$ cat src/rtl/bp_cce_pending_table.sv
// bp_cce_pending_table
//   Address-indexed table of saturating pending-transaction counters.
//   After reset an init sweep zeroes every entry; operations are accepted
//   only once ready_o is high. Reads are registered with write-to-read
//   forwarding when both target the same index in the same cycle.
//   Optional feature macro: BP_CCE_PENDING_TABLE_ERR_EN enables the sticky
//   overflow/underflow flags; without it the flags are tied to 0.
//
//   Handshake: w_v_i / r_v_i are single-cycle valid strobes with no ready
//   handshake per operation; they are honoured only while ready_o is high and
//   silently dropped otherwise. pending_v_o pulses for exactly one cycle per
//   accepted read, one cycle after the request.
module bp_cce_pending_table #(
    parameter int paddr_width_p         = 40,
    parameter int block_size_in_bytes_p = 64,
    parameter int num_entries_p         = 64,
    parameter int cnt_width_p           = 4
) (
    input  logic                   clk_i,
    input  logic                   reset_n_i,
    output logic                   ready_o,
    input  logic                   w_v_i,
    input  logic [paddr_width_p-1:0] w_addr_i,
    input  logic                   w_inc_i,
    input  logic                   w_clear_i,
    input  logic                   r_v_i,
    input  logic [paddr_width_p-1:0] r_addr_i,
    output logic                   pending_v_o,
    output logic                   pending_o,
    output logic [cnt_width_p-1:0] count_o,
    output logic                   err_overflow_o,
    output logic                   err_underflow_o
);

    localparam int lg_blk_lp = $clog2(block_size_in_bytes_p);
    localparam int lg_n_lp   = $clog2(num_entries_p);
    localparam logic [lg_n_lp-1:0]     last_idx_lp = lg_n_lp'(num_entries_p - 1);
    localparam logic [cnt_width_p-1:0] cnt_max_lp  = '1;

    typedef enum logic {e_init, e_ready} state_e;

    state_e                 state_r, state_n;
    logic [lg_n_lp-1:0]     init_ptr_r;
    logic [cnt_width_p-1:0] mem_r [num_entries_p];

    logic [lg_n_lp-1:0]     w_idx, r_idx;
    logic                   w_acc, r_acc;
    logic [cnt_width_p-1:0] w_cur, w_next, r_data;

    // Only the index field of each address is meaningful; the rest folds here.
    logic unused_addr_bits;
    assign unused_addr_bits = ^{w_addr_i, r_addr_i};

    assign w_idx = w_addr_i[lg_blk_lp +: lg_n_lp];
    assign r_idx = r_addr_i[lg_blk_lp +: lg_n_lp];
    assign w_acc = w_v_i & ready_o;
    assign r_acc = r_v_i & ready_o;
    assign w_cur = mem_r[w_idx];

    // FSM state register: any reset cycle restarts the init sweep.
    always_ff @(posedge clk_i) begin
        if (!reset_n_i) state_r <= e_init;
        else            state_r <= state_n;
    end

    // FSM next state: leave init once the last entry has been zeroed.
    always_comb begin
        state_n = state_r;
        if (state_r == e_init && init_ptr_r == last_idx_lp) state_n = e_ready;
    end

    // FSM outputs.
    always_comb begin
        ready_o = (state_r == e_ready);
    end

    // Init pointer walks one entry per cycle while sweeping.
    always_ff @(posedge clk_i) begin
        if (!reset_n_i)              init_ptr_r <= '0;
        else if (state_r == e_init)  init_ptr_r <= init_ptr_r + 1'b1;
    end

    // Saturating update of the addressed counter; clear wins over inc/dec.
    always_comb begin
        w_next = w_cur;
        if (w_clear_i)                          w_next = '0;
        else if (w_inc_i && w_cur != cnt_max_lp) w_next = w_cur + 1'b1;
        else if (!w_inc_i && w_cur != '0)        w_next = w_cur - 1'b1;
    end

    // Counter array: zeroed by the sweep, otherwise updated by accepted writes.
    always_ff @(posedge clk_i) begin
        if (reset_n_i) begin
            if (state_r == e_init) mem_r[init_ptr_r] <= '0;
            else if (w_acc)        mem_r[w_idx]      <= w_next;
        end
    end

    // Read data with same-cycle same-index forwarding of the post-write value.
    always_comb begin
        r_data = mem_r[r_idx];
        if (w_acc && w_idx == r_idx) r_data = w_next;
    end

    // Registered read result; data holds when no read is accepted.
    always_ff @(posedge clk_i) begin
        if (!reset_n_i) begin
            pending_v_o <= 1'b0;
            pending_o   <= 1'b0;
            count_o     <= '0;
        end else begin
            pending_v_o <= r_acc;
            if (r_acc) begin
                pending_o <= (r_data != '0);
                count_o   <= r_data;
            end
        end
    end

`ifdef BP_CCE_PENDING_TABLE_ERR_EN
    logic ovf_hit, unf_hit;
    logic err_ovf_r, err_unf_r;

    assign ovf_hit = w_acc & ~w_clear_i &  w_inc_i & (w_cur == cnt_max_lp);
    assign unf_hit = w_acc & ~w_clear_i & ~w_inc_i & (w_cur == '0);

    // Sticky error flags, cleared only by reset.
    always_ff @(posedge clk_i) begin
        if (!reset_n_i) begin
            err_ovf_r <= 1'b0;
            err_unf_r <= 1'b0;
        end else begin
            err_ovf_r <= err_ovf_r | ovf_hit;
            err_unf_r <= err_unf_r | unf_hit;
        end
    end

    assign err_overflow_o  = err_ovf_r;
    assign err_underflow_o = err_unf_r;
`else
    assign err_overflow_o  = 1'b0;
    assign err_underflow_o = 1'b0;
`endif

endmodule

$ cat config.mk
export PLATFORM = sky130hd
export DESIGN_NAME = bp_cce_pending_table
export DESIGN_NICKNAME = d
export VERILOG_FILES = /design/src/rtl/bp_cce_pending_table.sv
export SDC_FILE = /design/constraint.sdc
export NUM_CORES = 1
export LEC_CHECK = 0
export BUFFER_PORTS_ARGS = -buffer_cell sky130_fd_sc_hd__buf_2
export CAP_MARGIN = 20
export CORE_MARGIN = 5
export CORE_UTILIZATION = 45
export CTS_BUF_LIST = sky130_fd_sc_hd__clkbuf_4 sky130_fd_sc_hd__clkbuf_8 sky130_fd_sc_hd__clkbuf_16
export DETAILED_ROUTE_END_ITERATION = 6
export PLACE_DENSITY = 0.62
export SYNTH_ARGS = -nofsm -noshare
export SYNTH_HDL_FRONTEND = slang
export SYNTH_SLANG_ARGS = --single-unit
export TNS_END_PERCENT = 1
$ cat constraint.sdc
create_clock -name clk_i -period 15.2 [get_ports clk_i]
set_input_delay 2.28 -clock clk_i [delete_from_list [all_inputs] [get_ports clk_i]]
set_output_delay 2.28 -clock clk_i [all_outputs]
set_load 0.05 [all_outputs]
### After elaboration in Yosys (flattened, before gate mapping)

Memories as Yosys holds them, arrays and structs flattened.
Index checks and enable logic that the tools add are counted.

| storage, ports and cells | value |
|---|---|
| register bits after elaboration | 13 |
| RAM bits | 256 |
| memories kept | 1 |

Memory list:

| name | words | width | rd ports | clocked after memory_dff | write ports | line | RTL |
|---|---|---|---|---|---|---|---|
| mem_r | 64 | 4 | 2 | 0 | 1 | 44 | `logic [cnt_width_p-1:0] mem_r [num_entries_p];` |

| cells by class | value |
|---|---|
| add/sub/neg operators | 3 |
| eq/ne operators | 3 |
| mux-type cells | 14 |
| bitwise operators | 3 |
| reductions and logical operators | 8 |

Operators by type and width:

| kind | number |
|---|---|
| 4-bit two-way mux | 5 |
| 1-bit two-way mux | 8 |
| 4-bit nonzero test | 2 |
| 6-bit by 1-bit adder with 6-bit output, second input constant | 1 |
| 6-bit == test | 1 |
| 6-bit == test, second input constant | 1 |
| 6-bit two-way mux | 1 |
| 4-bit by 1-bit adder with 4-bit output, second input constant | 1 |
| 1-bit logical AND | 4 |
| 4-bit != test, second input constant | 1 |
| 4-bit OR reduction | 1 |
| 4-bit by 1-bit subtractor with 4-bit output, second input constant | 1 |
| 1-bit AND | 2 |
| 1-bit zero test | 1 |
| 1-bit NOT | 1 |

### Depth between registers and ports, before layout

An unclocked memory read counts as a cell.

| logic depth | value |
|---|---|
| depth after elaboration | 8 |
| mapped depth | 18 |
| gate-level depth less buffers | 13 |

### Worst setup path after synthesis

Ideal clock, no wire load.

| timing | value |
|---|---|
| path kind | input to register |
| from | input w_addr_i[6] |
| to | memory mem_r[0][2], data pin |
| library setup time | 1,289 ps |
| data arrival time | 10,025 ps |
| required time | 13,911 ps |
| setup slack | 3,886 ps |
| cell stages on the path | 14 |
| buffers on the path | 4 |
| path through | buf_6 -> buf_12 -> buf_12 -> mux4_2 -> a21oi_1 -> o311ai_1 -> a311oi_1 -> or2_1 -> buf_2 -> inv_2 -> ha_1 -> nand3_1 -> o21ai_0 -> a2111oi_0 |

| on the way | value |
|---|---|
| word-level cells in the longest chain between the ends | 7 |
| elaborated cells on any way between the ends | 11 |

Ends and longest elaborated chain:

| item | line | RTL |
|---|---|---|
| start: declaration | 23 | `input logic [paddr_width_p-1:0] w_addr_i,` |
| memory 64 x 4 bit * | - |  |
| branches (longest 3 deep; another with 4-bit by 1-bit subtractor with 4-bit output) | - |  |
| 4-bit two-way mux * | 87 | `else if (w_inc_i && w_cur != cnt_max_lp) w_next = w_cur + 1'b1;` |
| 4-bit two-way mux * | 86 | `if (w_clear_i) w_next = '0;` |
| 4-bit two-way mux (no source line) * | - |  |
| end: declaration | 44 |  |

Mark *: on every way between the ends.

### Worst setup path in the final report

| timing | value |
|---|---|
| from | input w_addr_i[7] |
| to | memory mem_r[59][3], data pin |

Same word-level chain as after synthesis.

==> results by group <==
Layout
  • Non-filler cells, final: 1,256
  • Area taken by multi-input logic gates: 5286 µm²
  • Fin nets: 938
  • Commonest cells after routing, fill and taps aside: 256 x edfxtp_1, 121 x mux4_2, 83 x nor2_1
  • Ant. Diodes: 0
  • FF/Latch Area: 7948 µm²
  • Fillers: 2,484
  • Area Overhead vs Synth: 8.820%
  • Final design area excluding fillers: 14,830 µm²
  • Layout cells sized above 1: 0.2552
  • Commonest non-fill, non-tap cell in the layout: edfxtp_1

Status
  • Status: complete, no violations

Synth
  • Average cell area after synthesis: 16.21 µm²
  • Post-Synth Adder-Cell Area: 0.002754
  • Ys async rst share: 0
  • Netlist Area Pre-Place: 13,630 µm²
  • Register area share after synthesis: 0.5830
  • Synth warn: 0
  • Post-synthesis mux area share: 0.2485
  • Simple-Gate Fraction of Synth Area: 0.07159
  • Top FF cell, synth: edfxtp_1
  • Yosys reg bits: 269
  • Post-Synth XOR/XNOR Area: 0.007067
  • Number of synthesized flops with an enable pin: 256
  • Largest family of logic cells by synthesized area: multiplexers
  • Synth unique cells: 76
  • Synth Instances: 841
  • Complex-gate fraction of the synthesized area: 0.05571

STA
  • Fin. Hold Viols: 0
  • Final WS setup: 8.406 ns
  • # setup viols final: 0
  • Final slew viol count: 0
  • Final Cycle Share: 0.4470
  • RSZ-0062 raised after global routing: no
  • Max Clk Rate: roughly 150 MHz
  • Post-route minimum period: 6.794 ns
  • Clock skew: 0.01269 ns
  • Rel. slew slack: 0.2872
  • Setup TNS: 0 ns
  • Worst-Margin Slew: 1.069 ns

Pwr
  • PwrDens: 105.1 nW/µm²
  • Sequential power share: 0.516
  • P_sw: around 0.35 mW
  • Int Pwr: 1.210 mW
  • Gate power share: 0.072
  • Switching part of the total: 0.2238
  • LEAKAGE: roughly 4.7 nW
  • VDD IR-drop max: 68.20 µV
  • Part of the power in the clock network: 0.412

Hold path
  • HP Start: count_o[1]
  • Worst hold path cell count: 1
  • Worst hold path type: reg2reg
  • Hold endpoint: count_o[1]

Floorplanning
  • Core region area: 29,800 µm²
  • Die H: 184.1 µm
  • Die Span X: 184.1 µm
  • Initial Util: 0.4575
  • Number of core rows: 63
  • Die ar.: roughly 34,000 µm²
  • I/O Pins: 95

Critical path
  • R2r endpoint: mem_r[59][3]
  • CP max FO: between 60 and 70
  • Worst Reg-to-Reg Cells: 11
  • CP max stage delay: approximately 0.64 ns
  • CP cell instances: buf_2, buf_4, mux4_2, nand2b_1, a31oi_1, a32oi_1, o221ai_2, ha_1, o31ai_1, nor4b_2, o21ai_0, nor4b_2, buf_4
  • Worst r2r src: mem_r[56][0]
  • WS Path Type: in2reg
  • Critical-path top delay cell: buf_4
  • R2R setup slack: 10.89 ns
  • Critical Path AT: 7.05 ns
  • CP endpoint kind: flop
  • Startpoint type of the worst setup path: primary input
  • Critical path data required time: 15.45 ns

Global routing
  • Number of global-route vias before repair: a little over 8,000
  • First-pass GRT wire length: 54,090 µm
  • Congestion Overflow GR: 0
  • Gr usage total: 0.2163
  • GRT met3 Usage: 0.02889
  • GRT busiest layer: met2
  • GR met2 Demand/Resource: 0.3390
  • Pin count of the biggest net entering global routing: 66
  • Initial antenna violation count: 1
  • M1 GR Usage: 0.3221

Placement
  • Placer Congestion: a little over 0.9
  • Placed Instances: 1,209
  • # port buffers: 24
  • Hpwl dp: roughly 24,000 µm
  • Placed Area: 13,980 µm²
  • Post-Place Setup Slack: 7.875 ns

Routing
  • 1st-pass router iterations: 6
  • Via count: 8,191
  • Antenna Violating Nets Remaining: 0
  • Routed len/inst: just under 30 µm
  • Final wirelength: 36,320 µm
  • DRT iter0 DRCs: roughly 1,000
  • Via/cell ratio: between 6 and 7
  • Post-route DRC violation count: 0

Clocking
  • CTS tree: yes
  • CTS Hold Buffers Added: 0
  • Post-CTS setup buffers: 0
  • CTS Buf Count: 28
  • Clock root cell: clkbuf_16
  • H-tree depth: 1
  • Clk_lat worst skew: ~0.54 ns
  • Post-CTS sizing: 0
  • Total clock sinks: 269
  • Clock buffer depth: 3
  • Clk pin slew, worst setup/hold paths: approximately 0.06 ns

Job
  • Max_cap viols: 0
==> area by class of cell <==
type                       instances  share of cell area
sequential                       269              0.5358
multi-input combinational        502              0.3564
clock buffer                      32             0.05044
tap                              390             0.03289
timing repair buffer              35             0.01400
clock inverter                    15            0.007254
inverter                          13            0.003289
==> worst max-delay path: cells and delay by family <==
| family | cells | cell delay (ns) |
|---|---|---|
| buffers and inverters | 3 | 1.82 |
| AOI/OAI and AO/OA | 5 | 1.35 |
| and+or+nand+nor | 3 | 0.66 |
| muxes | 1 | 0.57 |
| adders and majority gates | 1 | 0.33 |
==> logic make-up (layout without fill, tap and decap cells) <==
| kind of cell | Yosys count | after routing |
|---|---|---|
| and+or+nand+nor | 205 | 205 |
| muxes | 178 | 178 |
| xor gates and xnor gates | 11 | 11 |
| DFF | 269 | 269 |
| adders and majority gates | 3 | 3 |
| other | 1 | 2 |
| AOI/OAI and AO/OA | 103 | 103 |
| buffers and inverters | 71 | 95 |
==> metrics by stage <==
stage | util | power, mW | hold slack (ns)
final | 0.4979 | 1.559 | 0.5028
after global routing | 0.4979 | 1.606 | 0.5418
after CTS | 0.4979 | 1.569 | 0.5110
after detailed placement | 0.4691 | 0.9307 | 0.4978
after global placement | 0.4691 | 0.9304 | 0.4884
after floorplan | - | 0.9024 | 0.4776
==> per-layer routing <==
layer	vias up	wire (µm)	share of wire
li1	3454	-	-
met1	4263	15070	0.42
met2	396	17300	0.48
met3	76	2906	0.080
met4	2	1026	0.028
met5	-	12	0.00033
==> Yosys cell counts, drive strengths merged, types with 2 or more instances <==
master,n,area [µm²]
nand3b,3,22.52
a211oi,3,22.52
or2,4,25.03
dfxtp,13,260.3
mux4,126,2856
or3,2,17.52
mux2,5,60.05
a2bb2oi,3,26.28
nand3,19,95.09
nor2,83,311.6
a31oi,7,43.79
buf,40,307.8
nand2b,6,37.54
a21boi,4,30.03
and3,2,12.51
nor4,4,25.02
nor3,8,40.04
o21a,7,52.55
mux2i,47,470.5
clkbuf,18,67.56
a221oi,5,50.04
a22oi,9,67.56
o22ai,2,12.51
o31ai,4,35.03
a21oi,11,55.05
a32oi,2,17.52
nand2,45,168.9
edfxtp,256,7687
o2111a,2,22.52
and2,9,56.30
nor2b,9,56.30
inv,13,48.80
xnor2,4,35.03
o21ai,21,105.1
a2111oi,3,32.53
nor4b,4,53.80
o311ai,2,25.03
o211ai,5,37.54
ha,3,37.54
xor2,7,61.31
nand4,5,37.53
==> state kept, by name (all words and copies together), names as in the netlist <==
| signal | count |
|---|---|
| count_o | 4 |
| init_ptr_r | 6 |
| mem_r | 256 |
| pending_o | 1 |
| pending_v_o | 1 |
| ready_o | 1 |
==> power groups by stage <==
stage,logic [mW],registers [mW],clock network (mW)
after floorplan,0.0836,0.819,0
after global placement,0.111,0.820,0
after detailed placement,0.111,0.820,0
after CTS,0.111,0.804,0.654
after global routing,0.119,0.804,0.683
final,0.112,0.804,0.643
==> worst max path at each step <==
stage / startpoint / endpoint / slack, ns / cells after the start
detailed placement: w_addr_i[7] / mem_r[54][3] / 7.87 / 13
CTS: w_addr_i[7] / mem_r[24][3] / 8.43 / 13
global placement: w_addr_i[7] / mem_r[29][3] / 7.99 / 13
global route: w_addr_i[7] / mem_r[59][3] / 8.08 / 13
floorplan: w_addr_i[6] / mem_r[0][2] / 3.89 / 14
finish: w_addr_i[7] / mem_r[59][3] / 8.41 / 13
Note: power is estimated with default switching activity, not from simulation.
